==> config.mk <==
export PLATFORM = sky130hd
export DESIGN_NAME = pkt_rx_param
export DESIGN_NICKNAME = d
export VERILOG_FILES = /design/src/rtl/pkt_rx_param.sv
export SDC_FILE = /design/constraint.sdc
export NUM_CORES = 1
export LEC_CHECK = 0
export ABC_AREA = 0
export ABC_CLOCK_PERIOD_IN_PS = 2900
export CORE_MARGIN = 2
export CORE_UTILIZATION = 65
export CTS_BUF_LIST = sky130_fd_sc_hd__clkbuf_8
export CTS_CLUSTER_DIAMETER = 200
export DETAILED_ROUTE_END_ITERATION = 7
export DONT_BUFFER_PORTS = 1
export PLACE_DENSITY_LB_ADDON = 0.2
export SLEW_MARGIN = 20
export SYNTH_ARGS = -nofsm -noshare
export SYNTH_HDL_FRONTEND = slang
export SYNTH_SLANG_ARGS = --single-unit
==> constraint.sdc <==
create_clock -name clk -period 2.9 [get_ports clk]
set_clock_uncertainty 0.2 [all_clocks]
set_input_delay 0.435 -clock clk [delete_from_list [all_inputs] [get_ports clk]]
set_output_delay 0.435 -clock clk [all_outputs]
set_load 0.005 [all_outputs]
==> src/rtl/pkt_rx_param.sv <==
`default_nettype none
// ============================================================================
// Module   : pkt_rx_param
// Brief    : Parametrised header/payload/checksum word-stream packet receiver
// Revision : 1.0 - initial release
// ============================================================================
module pkt_rx_param #(
    parameter int            DW      = 8,
    parameter int            NBYTES  = 2,
    parameter logic [DW-1:0] HEAD    = 8'hCA,
    parameter int            CHK_EN  = 1,
    parameter int            TIMEOUT = 16
) (
    input  logic                 clk,
    input  logic                 rst,
    input  logic                 cs,
    input  logic                 in_valid,
    input  logic [DW-1:0]        d_in,
    output logic                 out_valid,
    output logic [DW*NBYTES-1:0] d_out,
    output logic                 err,
    output logic [1:0]           err_code,
    output logic                 busy
);

    localparam int SW = DW * NBYTES;
    localparam int CW = (NBYTES > 1) ? $clog2(NBYTES) : 1;
    localparam int TW = (TIMEOUT > 0) ? $clog2(TIMEOUT + 1) : 1;

    localparam logic [CW-1:0] C_LAST  = CW'(NBYTES - 1);
    localparam logic [TW-1:0] C_TLAST = TW'((TIMEOUT > 0) ? TIMEOUT - 1 : 0);

    localparam logic [1:0] C_ERR_HDR = 2'b01;
    localparam logic [1:0] C_ERR_CHK = 2'b10;
    localparam logic [1:0] C_ERR_TMO = 2'b11;

    typedef enum logic [1:0] {
        IDLE    = 2'd0,
        PAYLOAD = 2'd1,
        CHECK   = 2'd2
    } state_t;

    state_t        r_state;
    logic [CW-1:0] r_cnt;
    logic [SW-1:0] r_shift;
    logic [DW-1:0] r_chk;
    logic [TW-1:0] r_idle;
    logic [SW-1:0] w_shift_next;
    logic          w_expire;

    // Single-word packets have nothing to shift through.
    generate
        if (NBYTES == 1) begin : g_shift_one
            assign w_shift_next = d_in;
        end else begin : g_shift_many
            assign w_shift_next = {r_shift[SW-DW-1:0], d_in};
        end
    endgenerate

    assign w_expire = (TIMEOUT > 0) && (r_state != IDLE) && !in_valid
                      && (r_idle == C_TLAST);

    assign busy = (r_state != IDLE);

    always_ff @(posedge clk) begin
        if (rst) begin
            r_state   <= IDLE;
            r_cnt     <= '0;
            r_shift   <= '0;
            r_chk     <= '0;
            r_idle    <= '0;
            out_valid <= 1'b0;
            err       <= 1'b0;
            err_code  <= 2'b00;
            d_out     <= '0;
        end else begin
            out_valid <= 1'b0;
            err       <= 1'b0;
            if (cs) begin
                r_state <= IDLE;
                r_cnt   <= '0;
                r_chk   <= '0;
                r_idle  <= '0;
            end else if (w_expire) begin
                r_state  <= IDLE;
                r_cnt    <= '0;
                r_chk    <= '0;
                r_idle   <= '0;
                err      <= 1'b1;
                err_code <= C_ERR_TMO;
            end else begin
                // Idle counter only runs mid-packet and only if enabled.
                if (in_valid || r_state == IDLE || TIMEOUT == 0) begin
                    r_idle <= '0;
                end else begin
                    r_idle <= r_idle + 1'b1;
                end

                if (in_valid) begin
                    case (r_state)
                        IDLE: begin
                            if (d_in == HEAD) begin
                                r_state <= PAYLOAD;
                                r_cnt   <= '0;
                                r_chk   <= '0;
                            end else begin
                                err      <= 1'b1;
                                err_code <= C_ERR_HDR;
                            end
                        end
                        PAYLOAD: begin
                            r_shift <= w_shift_next;
                            r_chk   <= r_chk ^ d_in;
                            r_cnt   <= r_cnt + 1'b1;
                            if (r_cnt == C_LAST) begin
                                r_cnt <= '0;
                                if (CHK_EN != 0) begin
                                    r_state <= CHECK;
                                end else begin
                                    r_state   <= IDLE;
                                    d_out     <= w_shift_next;
                                    out_valid <= 1'b1;
                                end
                            end
                        end
                        CHECK: begin
                            r_state <= IDLE;
                            r_chk   <= '0;
                            if (d_in == r_chk) begin
                                d_out     <= r_shift;
                                out_valid <= 1'b1;
                            end else begin
                                err      <= 1'b1;
                                err_code <= C_ERR_CHK;
                            end
                        end
                        default: r_state <= IDLE;
                    endcase
                end
            end
        end
    end

endmodule
`default_nettype wire

# Yosys cells after proc, flatten, opt, wreduce, memory -nomap -nowiden
# Cells that the tools add are included.
[op_classes]
muxes = 19
addsub = 2
eq_ne = 9
bitwise = 5
reduce_logical = 20
[ops]
columns = ["op", "count"]
rows = [
  ["one-hot mux 8 bit (3 select lines)", 1],
  ["2-to-1 mux 2 bit", 6],
  ["AND reduction 5 bit", 2],
  ["AND reduction 3 bit", 3],
  ["== test 8 bit", 1],
  ["== test 8 bit (second input constant)", 1],
  ["2-to-1 mux 8 bit", 1],
  ["one-hot mux 2 bit (2 select lines)", 2],
  ["XOR 8 bit", 1],
  ["2-to-1 mux 1 bit", 7],
  ["inequality test 3 bit (second input constant)", 2],
  ["nonzero test 2 bit", 3],
  ["nonzero test 3 bit", 2],
  ["adder 5 x 1 -> 5 bit (second input constant)", 1],
  ["== test 5 x 4 -> 1 bit (second input constant)", 1],
  ["OR reduction 5 bit", 1],
  ["NOT 1 bit", 4],
  ["one-hot mux 1 bit (2 select lines)", 2],
  ["AND reduction 4 bit", 1],
  ["OR reduction 4 bit", 1],
  ["OR reduction 3 bit", 1],
  ["== test 2 x 1 -> 1 bit (second input constant)", 1],
  ["== test 2 bit (second input constant)", 1],
  ["logical AND 1 bit", 2],
  ["7 further kinds", 7],
]
[totals]
reg_bits = 52
output_inout_bits = 21

# Longest topological paths before layout
[logic_depth]
word_depth = 5
depth_mapped = 8

# Worst setup path after synthesis
# Ideal clock, no wire load.
[synth_timing]
path_kind = "flip-flop to flip-flop"
from = "register r_idle[0]"
to = "register err_code[0]"
setup_slack_ns = 0.836
t_required_ns = 2.568
period_less_slack_ns = 2.064
stages_incl_launch_ff = 8
arrival_time_ns = 1.732
cell_sequence = "dfxtp_1 -> ha_1 -> and3_1 -> ha_1 -> or3b_4 -> a221o_1 -> o21ai_0 -> a21oi_1"
[synth_between]
elab_chain_cells = 4
word_cells_on_any_way = 8
[synth_rtl]
columns = ["element", "line_no", "source"]
rows = [
  ["start, declared", "47", "logic [TW-1:0] r_idle;"],
  ["start signal, assigned", "96", "r_idle <= r_idle + 1'b1;"],
  ["== test 5 x 4 -> 1 bit *", "61", "&& (r_idle == C_TLAST);"],
  ["logical AND 1 bit *", "61", ""],
  ["inequality test 3 bit (no line) (tied with other cells)", "n/a", ""],
  ["AND reduction 5 bit (no line)", "n/a", ""],
  ["end signal, assigned", "74", "err_code <= 2'b00;"],
  ["end signal, assigned", "90", "err_code <= C_ERR_TMO;"],
  ["end signal, assigned", "108", "err_code <= C_ERR_HDR;"],
  ["end, declared", "22", "output logic [1:0] err_code,"],
]
# Every way passes the cells marked *; elsewhere a longest branch is shown, timed or not.
# A chain may end at the register's enable or synchronous reset.

# Final worst setup path
# Same ends and word-level chain as after synthesis.

==> run_summary.xml <==
<?xml version="1.0" encoding="UTF-8"?>
<metrics>
  <group name="outcome">
    <metric name="run_status" unit="">complete, no violations</metric>
  </group>
  <group name="placed_design">
    <metric name="place_worst_setup_slack" unit="ns">0.7202</metric>
    <metric name="dpl.cell_count" unit="">277</metric>
    <metric name="placement.cell_area" unit="sq mm">0.002141</metric>
    <metric name="hpwlAfterDp" unit="microns">2949</metric>
    <metric name="place.port_buffers" unit="">0</metric>
    <metric name="gpl.final_weighted_congestion" unit="">0.7901</metric>
  </group>
  <group name="layout">
    <metric name="layout.cells.most_common" unit="">dfxtp_1</metric>
    <metric name="finalCoreUtilization" unit="%">72.30</metric>
    <metric name="design.final.nets" unit="">255</metric>
    <metric name="final_cell_mix" unit="">dfxtp_1, nand2_1, nor2_1, a21oi_1, mux2i_1</metric>
    <metric name="layout-drive-gt1-share" unit="%">6.612</metric>
    <metric name="fill_cells" unit="">260</metric>
    <metric name="multi_input_comb_area" unit="sq mm">0.001011</metric>
    <metric name="finish.cell_count_without_fillers" unit="">286</metric>
    <metric name="antenna-diode-count" unit="">0</metric>
    <metric name="area.growth.synth_to_final" unit="%">4.487</metric>
    <metric name="ff_latch_area" unit="sq mm">0.001041</metric>
    <metric name="finalInstanceArea" unit="sq mm">0.002243</metric>
  </group>
  <group name="global_route">
    <metric name="grt.met2_usage" unit="%">42.10</metric>
    <metric name="first_pass_grt_wire_length" unit="microns">6679</metric>
    <metric name="grtUsageMet3" unit="%">6.723</metric>
    <metric name="antenna_found_initial" unit="">0</metric>
    <metric name="grt_use_met1" unit="%">27.24</metric>
    <metric name="first_global_vias" unit="">1526</metric>
    <metric name="pin_count_of_the_biggest_net_entering_global_routing" unit="">35</metric>
    <metric name="grt-ovfl-total" unit="">0</metric>
    <metric name="grt_busiest_layer" unit="">met2</metric>
    <metric name="grt_util_all_layers" unit="%">23.83</metric>
  </group>
  <group name="clock_tree">
    <metric name="postCtsHoldBufs" unit="">1</metric>
    <metric name="post_cts_sizing" unit="">0</metric>
    <metric name="worst_path_clk_slew" unit="ns">0.09</metric>
    <metric name="post-cts-setup-buffer-count" unit="">0</metric>
    <metric name="cts.path.max_buffers" unit="">2</metric>
    <metric name="cts_tree" unit="">done</metric>
    <metric name="ctsRootBufferMaster" unit="">clkbuf_8</metric>
    <metric name="clock_tree.htree_level_count" unit="">2</metric>
    <metric name="tritoncts_num_sinks" unit="">52</metric>
    <metric name="clock_latency" unit="ns">0.30</metric>
    <metric name="cts-buffers-inserted" unit="">5</metric>
  </group>
  <group name="power_and_ir_drop">
    <metric name="final_power" unit="mW">1.169</metric>
    <metric name="ir_worst_vdd" unit="uV">253.5</metric>
    <metric name="power_per_cell_area" unit="mW/mm^2">521.2</metric>
    <metric name="p_leak" unit="nW">0.9239</metric>
  </group>
  <group name="critical_path">
    <metric name="criticalPathCategory" unit="">reg2reg</metric>
    <metric name="timing.critical_path.arrival" unit="ns">2.19</metric>
    <metric name="worst_setup_path_startpoint" unit="">r_idle[0]</metric>
    <metric name="crit_fanout" unit="">5</metric>
    <metric name="timing.critical_path.required" unit="ns">2.87</metric>
    <metric name="r2r_slack" unit="ns">0.68</metric>
    <metric name="setup.worst_path.start_class" unit="">flop</metric>
    <metric name="crit_path_end_kind" unit="">flop</metric>
    <metric name="worstReg2RegStart" unit="">r_idle[0]</metric>
  </group>
  <group name="routing">
    <metric name="post_detailed_route_via_to_cell_ratio" unit="">5.685</metric>
    <metric name="drt-wirelength-per-cell" unit="microns">14.51</metric>
    <metric name="drt.antenna.violating_nets" unit="">0</metric>
    <metric name="detail_route.iter0.violations" unit="">113</metric>
    <metric name="routed-via-count" unit="">1626</metric>
    <metric name="drt-total-wl" unit="microns">4150</metric>
    <metric name="drcViolationCount" unit="">0</metric>
    <metric name="drt_pass1_iterations" unit="">4</metric>
  </group>
  <group name="sta">
    <metric name="worstMarginPinSlew" unit="ns">0.5647</metric>
    <metric name="final_slew_violations" unit="">0</metric>
    <metric name="slew-limit-headroom" unit="%">62.04</metric>
    <metric name="setup_tns" unit="ns">0</metric>
    <metric name="timing.hold.ws" unit="ns">0.04042</metric>
    <metric name="layout_setup_ws" unit="ns">0.6763</metric>
    <metric name="hold_viol_final" unit="">0</metric>
    <metric name="fmaxAchievable" unit="MHz">449.7</metric>
    <metric name="timing.final.crit_period" unit="ns">2.224</metric>
    <metric name="timing.final.crit_share" unit="%">76.68</metric>
    <metric name="setup_viol_count_final" unit="">0</metric>
    <metric name="rsz0062_at_grt" unit="">false</metric>
  </group>
  <group name="synth">
    <metric name="synth.avg_cell_area" unit="sq um">8.728</metric>
    <metric name="yosys_warnings" unit="">0</metric>
    <metric name="netlist-cell-type-count" unit="">35</metric>
    <metric name="net_count_synth" unit="">260</metric>
    <metric name="synth_largest_area_cell" unit="">dfxtp_1</metric>
    <metric name="yosys-top-cells-area" unit="">dfxtp_1, nand2_1, mux2i_1, a21oi_1, nor2_1</metric>
    <metric name="synth_top_area_share" unit="%">48.48</metric>
    <metric name="yosys_register_bits" unit="">52</metric>
    <metric name="synthesis.area" unit="sq mm">0.002147</metric>
    <metric name="yosysSeqAreaShare" unit="%">48.48</metric>
    <metric name="postSynthCellCount" unit="">246</metric>
  </group>
  <group name="floorplanning">
    <metric name="fp.dieH" unit="microns">61.48</metric>
    <metric name="placement_rows" unit="">20</metric>
    <metric name="die-area" unit="sq mm">0.003779</metric>
    <metric name="fp.coreArea" unit="sq mm">0.003103</metric>
    <metric name="initial_core_util" unit="%">69.19</metric>
    <metric name="die_w" unit="microns">61.48</metric>
    <metric name="ios" unit="">33</metric>
  </group>
  <group name="job">
    <metric name="number_of_maximum_capacitance_constraint_violations" unit="">0</metric>
  </group>
  <group name="hold_path">
    <metric name="timing.hold.worst.class" unit="">in2reg</metric>
    <metric name="hold_path.startpoint" unit="">in_valid</metric>
  </group>
</metrics>
[synthesized netlist by cell type]
| library cell | number |
|---|---|
| buf_4 | 2 |
| nand2_1 | 51 |
| a21oi_1 | 27 |
| o21ai_0 | 3 |
| nor2b_1 | 4 |
| ha_1 | 2 |
| xnor2_1 | 1 |
| or2_1 | 1 |
| o21ai_1 | 1 |
| and2_1 | 3 |
| a21boi_0 | 1 |
| and3_1 | 1 |
| nor2_2 | 1 |
| o2111ai_1 | 1 |
| o21a_1 | 1 |
| nand3_1 | 4 |
| dfxtp_1 | 52 |
| mux2i_1 | 17 |
| o211ai_1 | 1 |
| a311oi_1 | 7 |
| a31oi_1 | 1 |
| a21o_1 | 1 |
| buf_2 | 4 |
| inv_1 | 5 |
| a221o_1 | 1 |
| nor2_1 | 27 |
| or3b_4 | 1 |
| nand4_1 | 1 |
| a32oi_1 | 1 |
| clkbuf_1 | 8 |
| nand2b_1 | 1 |
| nor4_2 | 3 |
| buf_6 | 1 |
| xor2_1 | 9 |
| nand4bb_1 | 1 |
[worst max-delay path, stage by stage, from the launching register on]
cell	delay (ns)
dfxtp_1	0.37
ha_1	0.20
and3_1	0.16
ha_1	0.16
or3b_4	0.41
a221o_1	0.35
o21ai_0	0.16
a21oi_1	0.08
[cell type report]
class	instances	share of cell area [%]
repair buffers	3	0.8924
multi-input cells	174	45.06
inverters	5	0.8366
well taps	44	2.454
clock inverters	2	0.6693
flip-flops and latches	52	46.40
clock buffers	6	3.681
[cells by family (layout without fill, tap and decap cells)]
group | Yosys count | after routing | synth area share (%)
fa+ha+maj | 2 | 2 | 1.165
xor+xnor | 10 | 10 | 4.080
simple gates | 99 | 99 | 20.86
compound gates | 46 | 46 | 13.05
buf+inv | 20 | 16 | 4.429
flops | 52 | 52 | 48.48
mux | 17 | 17 | 7.925
[power breakdown]
| part | leakage [nW] | internal [mW] | total, mW | switching, mW |
|---|---|---|---|---|
| Sequential | 0.419 | 0.716 | 0.717 | 0.00152 |
| Clock | 0.0434 | 0.193 | 0.425 | 0.232 |
| Combinational | 0.461 | 0.00973 | 0.0269 | 0.0171 |
| Total | 0.924 | 0.919 | 1.17 | 0.251 |
[routing by layer]
| layer | up-vias | wire length [microns] |
|---|---|---|
| met5 | - | 0 |
| met4 | 0 | 65 |
| met3 | 8 | 218 |
| met2 | 46 | 2130 |
| met1 | 752 | 1735 |
| li1 | 820 | - |
[worst paths after layout]
check	to	depth (start not counted)
setup / recovery	err_code[0]	7
hold / removal	r_chk[1]	1
setup reg to reg	err_code[0]	7
hold reg to reg	r_shift[12]	2
[flip-flops by register name (all words and copies together) (netlist names)]
name       count
d_out         16
r_shift       16
r_chk          8
r_idle         5
err_code       2
r_state        2
err            1
out_valid      1
r_cnt          1
Power figures use the tool's default switching activity.
